==> config.mk <==
export PLATFORM = sky130hd
export DESIGN_NAME = ram_arb_ctrl
export DESIGN_NICKNAME = d
export VERILOG_FILES = /design/src/rtl/ram_arb_ctrl.sv
export SDC_FILE = /design/constraint.sdc
export NUM_CORES = 1
export LEC_CHECK = 0
export BUFFER_PORTS_ARGS = -buffer_cell sky130_fd_sc_hd__buf_4
export CORE_ASPECT_RATIO = 2
export CORE_MARGIN = 3
export CORE_UTILIZATION = 35
export CTS_BUF_LIST = sky130_fd_sc_hd__clkbuf_4
export DETAILED_ROUTE_END_ITERATION = 8
export GPL_ROUTABILITY_DRIVEN = 0
export PLACE_DENSITY = 0.69
export SLEW_MARGIN = 20
export SYNTH_ARGS = -nofsm -noshare
export SYNTH_HDL_FRONTEND = slang
export SYNTH_SLANG_ARGS = --single-unit
==> constraint.sdc <==
create_clock -name clk -period 5.8 [get_ports clk]
set_clock_uncertainty 0.1 [all_clocks]
set_input_delay 0.29 -clock clk [delete_from_list [all_inputs] [get_ports clk]]
set_output_delay 0.29 -clock clk [all_outputs]
set_load 0.1 [all_outputs]
==> src/rtl/ram_arb_ctrl.sv <==
// ---------------------------------------------------------------------------
// ram_arb_ctrl
//
// Front end for the shared 256x8 scratch RAM. Two phases:
//   INIT  : clears every RAM location to zero, one write per clock, starting
//           at address 0 after reset release or after an init_start request.
//   SERVE : shares the single RAM port among NREQ requesters with a
//           round-robin arbiter and returns read data tagged with the owner.
//
// Ports
//   clk, rst_n            rising-edge clock, asynchronous active-low reset
//   init_start            request a full re-clear (only honoured in SERVE)
//   init_busy             high while the clear is in progress
//   init_done             one-cycle pulse on the first SERVE cycle after a clear
//   req / req_we          per-requester request and write-enable
//   req_addr / req_wdata  packed per-requester address and write data,
//                         requester i at [i*AW +: AW] / [i*DW +: DW]
//   gnt                   one-hot, one-cycle grant pulse
//   mem_en / mem_we       RAM command strobes
//   mem_addr / mem_wdata  RAM address and write data
//   mem_rdata             RAM read data, valid the cycle after a read command
//   rd_valid / rd_id      read return strobe and owning requester
//   rd_data               mem_rdata passed straight through
//
// Handshake: a requester raises req[i] with its command fields stable and
// keeps them until it sees gnt[i] high for one cycle; the command is on the
// RAM port in that same cycle. The requester then drops req[i] (or presents a
// new command). A requester that is being granted is masked from the next
// arbitration, so a lone requester is served at most every other cycle.
//
// The FSM state is held in the signal 'state' (type state_t).
// ---------------------------------------------------------------------------
module ram_arb_ctrl #(
   parameter  int NREQ = 4,
   parameter  int AW   = 8,
   parameter  int DW   = 8,
   localparam int IDW  = $clog2(NREQ)
) (
   input  logic               clk,
   input  logic               rst_n,
   input  logic               init_start,
   output logic               init_busy,
   output logic               init_done,
   input  logic [NREQ-1:0]    req,
   input  logic [NREQ-1:0]    req_we,
   input  logic [NREQ*AW-1:0] req_addr,
   input  logic [NREQ*DW-1:0] req_wdata,
   output logic [NREQ-1:0]    gnt,
   output logic               mem_en,
   output logic               mem_we,
   output logic [AW-1:0]      mem_addr,
   output logic [DW-1:0]      mem_wdata,
   input  logic [DW-1:0]      mem_rdata,
   output logic               rd_valid,
   output logic [DW-1:0]      rd_data,
   output logic [IDW-1:0]     rd_id
);

   typedef enum logic {ST_INIT = 1'b0, ST_SERVE = 1'b1} state_t;

   state_t            state, state_nxt;
   logic [AW-1:0]     clr_addr, clr_addr_nxt;
   logic [IDW-1:0]    rr_ptr, rr_ptr_nxt;
   logic [IDW-1:0]    cmd_id, cmd_id_nxt;     // owner of the command on the RAM port
   logic [NREQ-1:0]   gnt_nxt;
   logic              mem_en_nxt, mem_we_nxt;
   logic [AW-1:0]     mem_addr_nxt;
   logic [DW-1:0]     mem_wdata_nxt;
   logic              rd_valid_nxt;
   logic [IDW-1:0]    rd_id_nxt;
   logic              init_busy_nxt, init_done_nxt;

   logic [NREQ-1:0]   elig;
   logic [IDW:0]      pick;                   // {found, index}
   logic [IDW-1:0]    pick_idx;

   // First eligible requester at or above ptr, wrapping at NREQ.
   function automatic logic [IDW:0] rr_pick(input logic [NREQ-1:0] e,
                                            input logic [IDW-1:0]  ptr);
      logic [IDW:0] res;
      int           c;
      res = '0;
      for (int off = 0; off < NREQ; off++) begin
         c = (int'(ptr) + off) % NREQ;
         if (!res[IDW] && e[c]) begin
            res = {1'b1, c[IDW-1:0]};
         end
      end
      return res;
   endfunction

   // A requester granted this cycle still has req high; mask it so the
   // same command is not granted twice.
   assign elig     = req & ~gnt;
   assign pick     = rr_pick(elig, rr_ptr);
   assign pick_idx = pick[IDW-1:0];

   assign rd_data  = mem_rdata;

   always_comb begin
      state_nxt     = state;
      clr_addr_nxt  = clr_addr;
      rr_ptr_nxt    = rr_ptr;
      cmd_id_nxt    = cmd_id;
      gnt_nxt       = '0;
      mem_en_nxt    = 1'b0;
      mem_we_nxt    = 1'b0;
      mem_addr_nxt  = mem_addr;
      mem_wdata_nxt = mem_wdata;
      init_busy_nxt = init_busy;
      init_done_nxt = 1'b0;
      // Read returns follow the command on the port by one cycle, whatever
      // state the sequencer has moved to in the meantime.
      rd_valid_nxt  = mem_en & ~mem_we;
      rd_id_nxt     = (mem_en & ~mem_we) ? cmd_id : rd_id;

      case (state)
         ST_INIT: begin
            mem_en_nxt    = 1'b1;
            mem_we_nxt    = 1'b1;
            mem_addr_nxt  = clr_addr;
            mem_wdata_nxt = '0;
            init_busy_nxt = 1'b1;
            clr_addr_nxt  = clr_addr + 1'b1;
            if (clr_addr == '1) begin
               state_nxt = ST_SERVE;
            end
         end

         ST_SERVE: begin
            // init_busy is still high on the first SERVE edge after a clear;
            // that edge is where the done pulse is launched.
            init_busy_nxt = 1'b0;
            init_done_nxt = init_busy;
            if (init_start) begin
               state_nxt     = ST_INIT;
               init_busy_nxt = 1'b1;
               clr_addr_nxt  = '0;
            end else if (pick[IDW]) begin
               gnt_nxt[pick_idx] = 1'b1;
               mem_en_nxt        = 1'b1;
               mem_we_nxt        = req_we[pick_idx];
               mem_addr_nxt      = req_addr[pick_idx*AW +: AW];
               mem_wdata_nxt     = req_wdata[pick_idx*DW +: DW];
               cmd_id_nxt        = pick_idx;
               rr_ptr_nxt        = (pick_idx == IDW'(NREQ-1)) ? '0 : pick_idx + 1'b1;
            end
         end

         default: begin
            state_nxt = ST_INIT;
         end
      endcase
   end

   always_ff @(posedge clk or negedge rst_n) begin
      if (!rst_n) begin
         state     <= ST_INIT;
         clr_addr  <= '0;
         rr_ptr    <= '0;
         cmd_id    <= '0;
         gnt       <= '0;
         mem_en    <= 1'b0;
         mem_we    <= 1'b0;
         mem_addr  <= '0;
         mem_wdata <= '0;
         rd_valid  <= 1'b0;
         rd_id     <= '0;
         init_busy <= 1'b1;
         init_done <= 1'b0;
      end else begin
         state     <= state_nxt;
         clr_addr  <= clr_addr_nxt;
         rr_ptr    <= rr_ptr_nxt;
         cmd_id    <= cmd_id_nxt;
         gnt       <= gnt_nxt;
         mem_en    <= mem_en_nxt;
         mem_we    <= mem_we_nxt;
         mem_addr  <= mem_addr_nxt;
         mem_wdata <= mem_wdata_nxt;
         rd_valid  <= rd_valid_nxt;
         rd_id     <= rd_id_nxt;
         init_busy <= init_busy_nxt;
         init_done <= init_done_nxt;
      end
   end

endmodule
==> results.cfg <==
[synthesis]
ys_types = 43
async_reset_ff_frac = 1.00
synth.ff_latch_count = 40
synth_top_cell_by_area = dfrtp_1
synth_area_mm2 = 0.00245
yosysMostFrequentCell = dfrtp_1
synth_common_cells = 39 x dfrtp_1, 17 x mux2i_1, 17 x o211ai_1, 17 x o31ai_1, 16 x nand2_1
yosysSeqAreaShare = 0.408
ys_warn_count = 0
synth_top_cell_area_share = 0.398
synthCells = 249
synth-edff-count = 0
synthFlopType = dfrtp_1
ys_top_cells_by_area = dfrtp_1 40%, mux2i_1 6.9%, a211o_1 5.4%
avgSynthCellArea_um2 = 9.86
syn_nets = 334

[cts]
cts_sinks = 40
root_buffer = clkbuf_4
path_clk_slew_ns = 0.12
cts_tree = yes
clkLatencyLatePin_ns = 0.35
post_cts_buffers = 0
cts-buffers-inserted = 5
cts_buffer_depth = 2
htreeDepth = 2

[sta]
rsz0062_at_grt = false
timing.fmax_ghz = 0.328
finalSetupTns_ns = 0
tightest_slew_ns = 0.978
slew_viol_final = 0
fin_crit_sh = 0.526
fin_crit_ns = 3.05
setup_viol = 0
hold_viol = 0
slew-limit-headroom = 0.344

[floorplan]
io_pins = 118
core_area_mm2 = 0.00673
core.rowCount = 42
dieArea_mm2 = 0.00812
die_w_um = 65.2
initial_utilization = 0.365
dieHeight_um = 124

[grt]
grt_max_degree = 41
grt_pass1_vias = 2456
grt_pass1_wl_um = 11800
antenna_found_initial = 0
track_usage = 0.186
globalRouteOverflowTotal = 0

[placement]
port_buffers = 101
dp_hpwl_um = 5510
placedCellCount = 412
placed_area_mm2 = 0.00317

[min_path]
hold_class = input pin to flop

[finish]
multiInputGateArea_mm2 = 0.00127
fillCellCount = 675
area_delta_synth_final_pct = 32.9
drive_gt1_frac = 0.363
fin_area_mm2 = 0.00326
diodes = 0
regArea_mm2 = 0.00100
final_net_count = 417
fin_cells = 421

[routing]
wl_um = 7250
first_iter_violations = 104
ant_nets = 0
vias_per_cell = 5.48
avgRoutedWirePerCell_um = 17.2
num_vias = 2305
drt_first_pass_iters = 4
drc = 0

[setup_path]
end_kind = flop
worstPathRequired_ns = 5.96
critPathMaxFanout = 21
path_class = flop to flop
cp-start-kind = flop
crit_arrival_ns = 3.21

[run]
drv_cap = 0

[power]
power_frac_comb = 0.512
ir_drop_uv = 116
power.leakage_nw = 1.55
p_int_mw = 0.624
power.switching_mw = 0.581
power_density_mw_per_mm2 = 369
power_frac_clock = 0.150
power.share.switching = 0.482
pwr-share-seq = 0.338

[outcome]
status = complete, no violations
## through the flow
stage / total power [mW] / setup slack [ns] / utilization / hold slack, ns
global route: 1.27 / 2.35 / 0.485 / 0.132
floorplan: 0.904 / 3.06 / - / -0.106
global placement: 1.02 / 2.95 / 0.472 / 0.199
finish: 1.21 / 2.75 / 0.485 / 0.137
CTS: 1.21 / 2.77 / 0.484 / 0.119
detailed placement: 1.03 / 2.78 / 0.472 / 0.208
## worst max-delay path, cell delays in order, from the launching register on
cell and delay (ns):
dfrtp_1 0.62, inv_1 0.27, nor2_1 0.35, inv_1 0.38, nor2_1 0.42, nand2_1 0.47
o211ai_1 0.34
## flip-flops by register name, summed over array words and instances (netlist names)
signal / cells
clr_addr: 8
mem_addr: 8
mem_wdata: 8
gnt: 4
cmd_id: 2
rd_id: 2
rr_ptr: 2
init_busy: 1
init_done: 1
mem_en: 1
mem_we: 1
rd_valid: 1
state: 1
## kinds of logic (layout without fill, tap and decap cells)
group / count (synthesis) / in the layout / synth area share
and+or+nand+nor: 71 / 71 / 0.167
DFF: 40 / 40 / 0.408
muxes: 22 / 22 / 0.0968
xor gates and xnor gates: 3 / 3 / 0.0107
adders and majority gates: 2 / 2 / 0.0102
buffers and inverters: 35 / 119 / 0.0795
AOI/OAI and AO/OA: 76 / 76 / 0.228
## placed cells by master, fill, tap and decap left out, drive strengths merged, types with 6 or more instances in the layout
master,count
and3,7
nor2,6
nand3,6
mux2i,17
o211ai,17
nand4,15
o21ai,8
dfrtp,39
a211o,15
nand2,16
buf,101
inv,9
o31ai,17
a21oi,11
## power by group through the flow
stage	clock (mW)	sequential (mW)	combinational, mW
floorplan	0	0.626	0.279
global placement	0	0.413	0.606
detailed placement	0	0.413	0.617
CTS	0.187	0.407	0.620
global route	0.195	0.418	0.658
finish	0.180	0.407	0.617
## cell type report
class | count | share of cell area
multi-input combinational | 174 | 0.390
sequential | 40 | 0.307
timing repair buffer | 102 | 0.236
tap | 88 | 0.0338
clock buffer | 5 | 0.0115
clock inverter | 3 | 0.0115
inverter | 9 | 0.0104
## routing by layer
| metal | wire [µm] | track usage |
|---|---|---|
| met5 | 0 | 0 |
| met2 | 3700 | 0.308 |
| met1 | 2680 | 0.215 |
| met3 | 546 | 0.0433 |
| met4 | 311 | 0.0990 |
## timing repair
action / in CTS / in global routing
resized for setup: 0 / 0
hold endpoints to repair: 39 / 0
hold buffers: 1 / 0
## final timing paths
kind	start	to	slack, ns	cells after the start
setup / recovery	state	mem_addr[6]	2.75	6
hold / removal	req_wdata[11]	mem_wdata[3]	0.14	3
min in group asynchronous	rst_n	gnt[1]	0.35	2
hold reg to reg	mem_wdata[1]	mem_wdata[1]	0.43	2
setup reg to reg	state	mem_addr[6]	2.75	6
max in group asynchronous	rst_n	mem_addr[5]	4.89	2
Note: power is estimated with default switching activity, not from simulation.
